`config.mk`:
```
export PLATFORM = sky130hd
export DESIGN_NAME = countdown_display
export DESIGN_NICKNAME = d
export VERILOG_FILES = /design/src/rtl/traffic_pkg.sv /design/src/rtl/bin2bcd_seq.sv /design/src/rtl/countdown_display.sv
export SDC_FILE = /design/constraint.sdc
export NUM_CORES = 1
export LEC_CHECK = 0
export BUFFER_PORTS_ARGS = -buffer_cell sky130_fd_sc_hd__buf_2
export CAP_MARGIN = 30
export CORE_ASPECT_RATIO = 0.7
export CORE_MARGIN = 5
export CORE_UTILIZATION = 45
export CTS_CLUSTER_DIAMETER = 150
export CTS_CLUSTER_SIZE = 8
export DETAILED_ROUTE_END_ITERATION = 8
export PLACE_DENSITY = 0.68
export SETUP_SLACK_MARGIN = 0.4
export SLEW_MARGIN = 20
export SYNTH_ARGS = -nofsm -noshare
export SYNTH_HDL_FRONTEND = slang
export SYNTH_HIERARCHICAL = 1
export SYNTH_SLANG_ARGS = --single-unit
```
`constraint.sdc`:
```
create_clock -name clk -period 1.7 [get_ports clk]
set_input_delay 0.085 -clock clk [delete_from_list [all_inputs] [get_ports clk]]
set_output_delay 0.085 -clock clk [all_outputs]
set_load 0.05 [all_outputs]
```
`src/rtl/traffic_pkg.sv`:
```
// Shared definitions for the traffic-light display path: segment glyphs,
// digit-select codes and the binary-to-BCD converter state type.
package traffic_pkg;

    typedef enum logic [0:0] {
        CONV_IDLE  = 1'b0,
        CONV_SHIFT = 1'b1
    } conv_state_t;

    // Segment patterns, bit0 = a ... bit6 = g, active-high.
    localparam logic [6:0] SEG_0     = 7'h3F;
    localparam logic [6:0] SEG_1     = 7'h06;
    localparam logic [6:0] SEG_2     = 7'h5B;
    localparam logic [6:0] SEG_3     = 7'h4F;
    localparam logic [6:0] SEG_4     = 7'h66;
    localparam logic [6:0] SEG_5     = 7'h6D;
    localparam logic [6:0] SEG_6     = 7'h7D;
    localparam logic [6:0] SEG_7     = 7'h07;
    localparam logic [6:0] SEG_8     = 7'h7F;
    localparam logic [6:0] SEG_9     = 7'h6F;
    localparam logic [6:0] SEG_BLANK = 7'h00;

    localparam logic [1:0] DIG_OFF  = 2'b00;
    localparam logic [1:0] DIG_ONES = 2'b01;
    localparam logic [1:0] DIG_TENS = 2'b10;

    localparam int BCD_ITERS = 6;

    function automatic logic [6:0] seg_of(input logic [3:0] digit);
        logic [6:0] pattern;
        case (digit)
            4'd0:    pattern = SEG_0;
            4'd1:    pattern = SEG_1;
            4'd2:    pattern = SEG_2;
            4'd3:    pattern = SEG_3;
            4'd4:    pattern = SEG_4;
            4'd5:    pattern = SEG_5;
            4'd6:    pattern = SEG_6;
            4'd7:    pattern = SEG_7;
            4'd8:    pattern = SEG_8;
            4'd9:    pattern = SEG_9;
            default: pattern = SEG_BLANK;
        endcase
        return pattern;
    endfunction

endpackage

```
`src/rtl/bin2bcd_seq.sv`:
```
// Sequential double-dabble converter: 6-bit binary to two BCD digits,
// one add-3/shift iteration per clock, six iterations per conversion.
module bin2bcd_seq
    import traffic_pkg::*;
(
    input  logic       clk,
    input  logic       rst_n,
    input  logic       start,
    input  logic [5:0] bin,
    output logic       busy,
    output logic       done,
    output logic [3:0] tens,
    output logic [3:0] ones
);

    localparam logic [2:0] LAST_ITER = 3'(BCD_ITERS - 1);

    conv_state_t state_q, state_d;
    logic [2:0]  iter_q, iter_d;
    // {tens nibble, ones nibble, binary operand}
    logic [13:0] sr_q, sr_d;
    logic [13:0] sr_adj, sr_shift;
    logic [3:0]  tens_q, tens_d;
    logic [3:0]  ones_q, ones_d;
    logic        done_q, done_d;

    always_comb begin
        sr_adj = sr_q;
        if (sr_adj[13:10] >= 4'd5) sr_adj[13:10] = sr_adj[13:10] + 4'd3;
        if (sr_adj[9:6] >= 4'd5)   sr_adj[9:6]   = sr_adj[9:6] + 4'd3;
        sr_shift = {sr_adj[12:0], 1'b0};
    end

    always_comb begin
        state_d = state_q;
        iter_d  = iter_q;
        sr_d    = sr_q;
        tens_d  = tens_q;
        ones_d  = ones_q;
        done_d  = 1'b0;
        case (state_q)
            CONV_IDLE: begin
                if (start) begin
                    sr_d    = {8'd0, bin};
                    iter_d  = 3'd0;
                    state_d = CONV_SHIFT;
                end
            end
            CONV_SHIFT: begin
                sr_d = sr_shift;
                if (iter_q == LAST_ITER) begin
                    tens_d  = sr_shift[13:10];
                    ones_d  = sr_shift[9:6];
                    done_d  = 1'b1;
                    state_d = CONV_IDLE;
                end else begin
                    iter_d = iter_q + 3'd1;
                end
            end
            default: state_d = CONV_IDLE;
        endcase
    end

    always_ff @(posedge clk or negedge rst_n) begin
        if (!rst_n) begin
            state_q <= CONV_IDLE;
            iter_q  <= 3'd0;
            sr_q    <= 14'd0;
            tens_q  <= 4'd0;
            ones_q  <= 4'd0;
            done_q  <= 1'b0;
        end else begin
            state_q <= state_d;
            iter_q  <= iter_d;
            sr_q    <= sr_d;
            tens_q  <= tens_d;
            ones_q  <= ones_d;
            done_q  <= done_d;
        end
    end

    assign busy = (state_q == CONV_SHIFT);
    assign done = done_q;
    assign tens = tens_q;
    assign ones = ones_q;

endmodule

```
`src/rtl/countdown_display.sv`:
```
// Countdown display driver: samples the controller's count, converts it to
// BCD on change, and multiplexes two 7-segment digits.
module countdown_display
    import traffic_pkg::*;
#(
    parameter int SCAN_DIV = 50000
) (
    input  logic       clk,
    input  logic       rst_n,
    input  logic       led_en,
    input  logic [5:0] led_data,
    output logic [6:0] seg,
    output logic [1:0] dig_sel,
    output logic       busy
);

    localparam int              PW        = (SCAN_DIV > 1) ? $clog2(SCAN_DIV) : 1;
    localparam logic [PW-1:0]   PRESC_MAX = PW'(SCAN_DIV - 1);

    logic [5:0]    data_q, last_q;
    logic          en_q, stale_q;
    logic [PW-1:0] presc_q, presc_d;
    logic          digit_q, digit_d;   // 0 = ones slot, 1 = tens slot
    logic [6:0]    seg_q, seg_d;
    logic [1:0]    sel_q, sel_d;

    logic          conv_start, conv_busy, conv_done_unused;
    logic [3:0]    conv_tens, conv_ones;

    // Re-convert after reset or whenever the settled input differs from the last one converted.
    assign conv_start = !conv_busy && (stale_q || (data_q != last_q));

    bin2bcd_seq u_bcd (
        .clk   (clk),
        .rst_n (rst_n),
        .start (conv_start),
        .bin   (data_q),
        .busy  (conv_busy),
        .done  (conv_done_unused),
        .tens  (conv_tens),
        .ones  (conv_ones)
    );

    always_comb begin
        presc_d = presc_q + PW'(1);
        digit_d = digit_q;
        if (presc_q == PRESC_MAX) begin
            presc_d = '0;
            digit_d = !digit_q;
        end
    end

    always_comb begin
        sel_d = DIG_OFF;
        seg_d = SEG_BLANK;
        if (en_q) begin
            if (digit_q) begin
                sel_d = DIG_TENS;
                seg_d = (conv_tens == 4'd0) ? SEG_BLANK : seg_of(conv_tens);
            end else begin
                sel_d = DIG_ONES;
                seg_d = seg_of(conv_ones);
            end
        end
    end

    always_ff @(posedge clk or negedge rst_n) begin
        if (!rst_n) begin
            data_q  <= 6'd0;
            en_q    <= 1'b0;
            last_q  <= 6'd0;
            stale_q <= 1'b1;
            presc_q <= '0;
            digit_q <= 1'b0;
            seg_q   <= SEG_BLANK;
            sel_q   <= DIG_OFF;
        end else begin
            data_q  <= led_data;
            en_q    <= led_en;
            if (conv_start) begin
                last_q  <= data_q;
                stale_q <= 1'b0;
            end
            presc_q <= presc_d;
            digit_q <= digit_d;
            seg_q   <= seg_d;
            sel_q   <= sel_d;
        end
    end

    assign seg     = seg_q;
    assign dig_sel = sel_q;
    assign busy    = conv_busy;

endmodule

```
==> flow_metrics.tcl <==
set metrics [dict create \
    peakVddDrop_uv 745 \
    rsz0062_at_grt "yes" \
    seqPwrFrac_pct 34.3 \
    grt_pass1_wl_um 10900 \
    clkLatencyLatePin_ns 0.35 \
    boundaryPins 19 \
    worst_pin_slew_ns 0.363 \
    synth.avg_cell_area_um2 10.8 \
    power.share.combinational_pct 46.9 \
    wirelength_um 6640 \
    final-hold-violation-count 0 \
    antenna_cells 0 \
    power_density_nw_per_um2 1650 \
    grt_pass1_vias 2319 \
    finalPower_mw 7.17 \
    dp_hpwl_um 3950 \
    slowest_stage "dfrtp_1" \
    start_kind "flip-flop" \
    wire_per_inst_um 14.4 \
    postLayoutCellArea_um2 4340 \
    p_clk_share_pct 18.8 \
    place_area_um2 3490 \
    cp_max_fo 6 \
    rows 25 \
    use_met1_pct 20.3 \
    use_met2_pct 23.8 \
    ys_warn_count 6 \
    die_y_um 80.3 \
    drc 0 \
    final-setup-viol-count 0 \
    cts_buffers 9 \
    clk_pin_slew_ns 0.08 \
    grt_remaining_overflow 0 \
    grtUsageMet3_pct 4.44 \
    synth_cells 293 \
    drive_above_1_share_pct 40.6 \
    top_usage_layer "met2" \
    layout.nets 388 \
    antenna_found_initial 0 \
    root_buffer "clkbuf_8" \
    worst_path_largest_cell_delay_ns 0.39 \
    fin_skew_ns 0.0120 \
    period_needed_ns 1.60 \
    drt-pass1-iter-count 5 \
    final_cell_mix "dfrtp_1, buf_4, buf_2" \
    vias 2324 \
    die_area_um2 8870 \
    p_sw_share_pct 39.5 \
    syn_area_um2 3180 \
    portBuffers 18 \
    final_common_cell "dfrtp_1" \
    place_congestion 0.846 \
    cp.arrival_ns 1.86 \
    p_sw_mw 2.83 \
    p_int_mw 4.34 \
    cts_max_level 3 \
    grtUsageTotal_pct 15.5 \
    hold_path.class "input port to asynchronous set/reset pin" \
    clkSinkCount 66 \
    finalCritPeriodShare_pct 94.1 \
    r2r_start "last_q[1]" \
    leakagePower_nw 1.94 \
    end_kind "flip-flop" \
    routed_via_density 5.04 \
    slew_headroom_pct 75.8 \
    path_cells "xor2_1 > nor4_2 > a41oi_4 > buf_6 > inv_6 > nand2_2 > mux2i_1" \
    initial_utilization_pct 46.6 \
    critPathKind "flip-flop to flip-flop" \
    clockBufferDepth 2 \
    grt_start_max_net_pins 40 \
    status "complete, no violations" \
    cp_data_required_time_ns 1.96 \
    clock.fmax_ghz 0.625 \
    max_cap_violations 0 \
    dieWidth_um 110 \
    synth_fp_nets 319 \
    maxSlewViolCount 0 \
    final_antenna_net_count 0 \
    area_delta_synth_final_pct 36.5 \
    startpoint "last_q[1]" \
    first_iter_violations 78 \
    core_um2 6820 \
    cts_tree "built" \
]
==> per-stage QoR <==
step                      worst slack (ns)  util [%]  instances  hold slack, ns  setup TNS, ns
final                                0.100      63.6        461           0.167              0
after global routing               -0.0318      63.6        461           0.198        -0.0577
after CTS                           0.0803      59.4        450           0.178              0
after detailed placement            0.0583      51.2        406          0.0166              0
after global placement               0.111      51.2        406          0.0130              0
after floorplan                      0.168         -        293          -0.211              0
==> final timing paths <==
kind / slack [ns] / cells past startpoint / end
max: 0.10 / 7 / u_bcd/sr_q[9]
min: 0.17 / 2 / u_bcd/tens[3]
max reg2reg: 0.10 / 7 / u_bcd/sr_q[9]
min reg2reg: 0.49 / 2 / u_bcd/sr_q[1]
max in group asynchronous: 0.94 / 3 / stale_q
min in group clk: 0.37 / 2 / data_q[2]
==> area by class of cell <==
class	count	area, µm²
clock buffers	10	138
clock inverters	6	66.3
repair buffers	65	509
fillers	552	2480
flip-flops and latches	66	1660
inverters	18	77.6
multi-input cells	202	1770
well taps	94	118
==> critical path: cells and delay by family (launching register included) <==
| family | cells | cell delay, ns |
|---|---|---|
| flip-flops | 1 | 0.39 |
| AND/OR/NAND/NOR | 2 | 0.38 |
| buffers and inverters | 2 | 0.24 |
| XOR/XNOR | 1 | 0.17 |
| AO/OA/AOI/OAI | 1 | 0.17 |
| multiplexers | 1 | 0.16 |
==> metal layers <==
| layer | vias up | wire length (µm) |
|---|---|---|
| met5 | - | 0 |
| met4 | 0 | 123 |
| met3 | 14 | 276 |
| met2 | 49 | 2970 |
| met1 | 1123 | 3270 |
| li1 | 1138 | - |
==> registers in the layout, summed over array words and instances (netlist names), 2 cells and up <==
register and flops:
presc_q 16, u_bcd/sr_q 14, u_bcd/tens 4, seg 7, u_bcd/ones 4, last_q 6
data_q 6, dig_sel 2, u_bcd/iter_q 3
==> power groups by stage <==
stage / sequential, mW / combinational (mW) / clock (mW)
after floorplan: 2.62 / 1.76 / 0
after global placement: 2.44 / 2.43 / 0
after detailed placement: 2.45 / 2.50 / 0
after CTS: 2.39 / 2.82 / 1.38
after global routing: 2.52 / 3.67 / 1.46
final: 2.46 / 3.36 / 1.35
==> repair_timing <==
item,4_1_cts,5_1_grt
setup buffers,19,11
gates resized for setup,33,57
pin swaps,15,16
gates cloned,1,0
hold buffers,8,0
setup endpoints to repair,41,42
hold endpoints to repair,58,0
No activity file was read; power rests on OpenSTA's default activity.
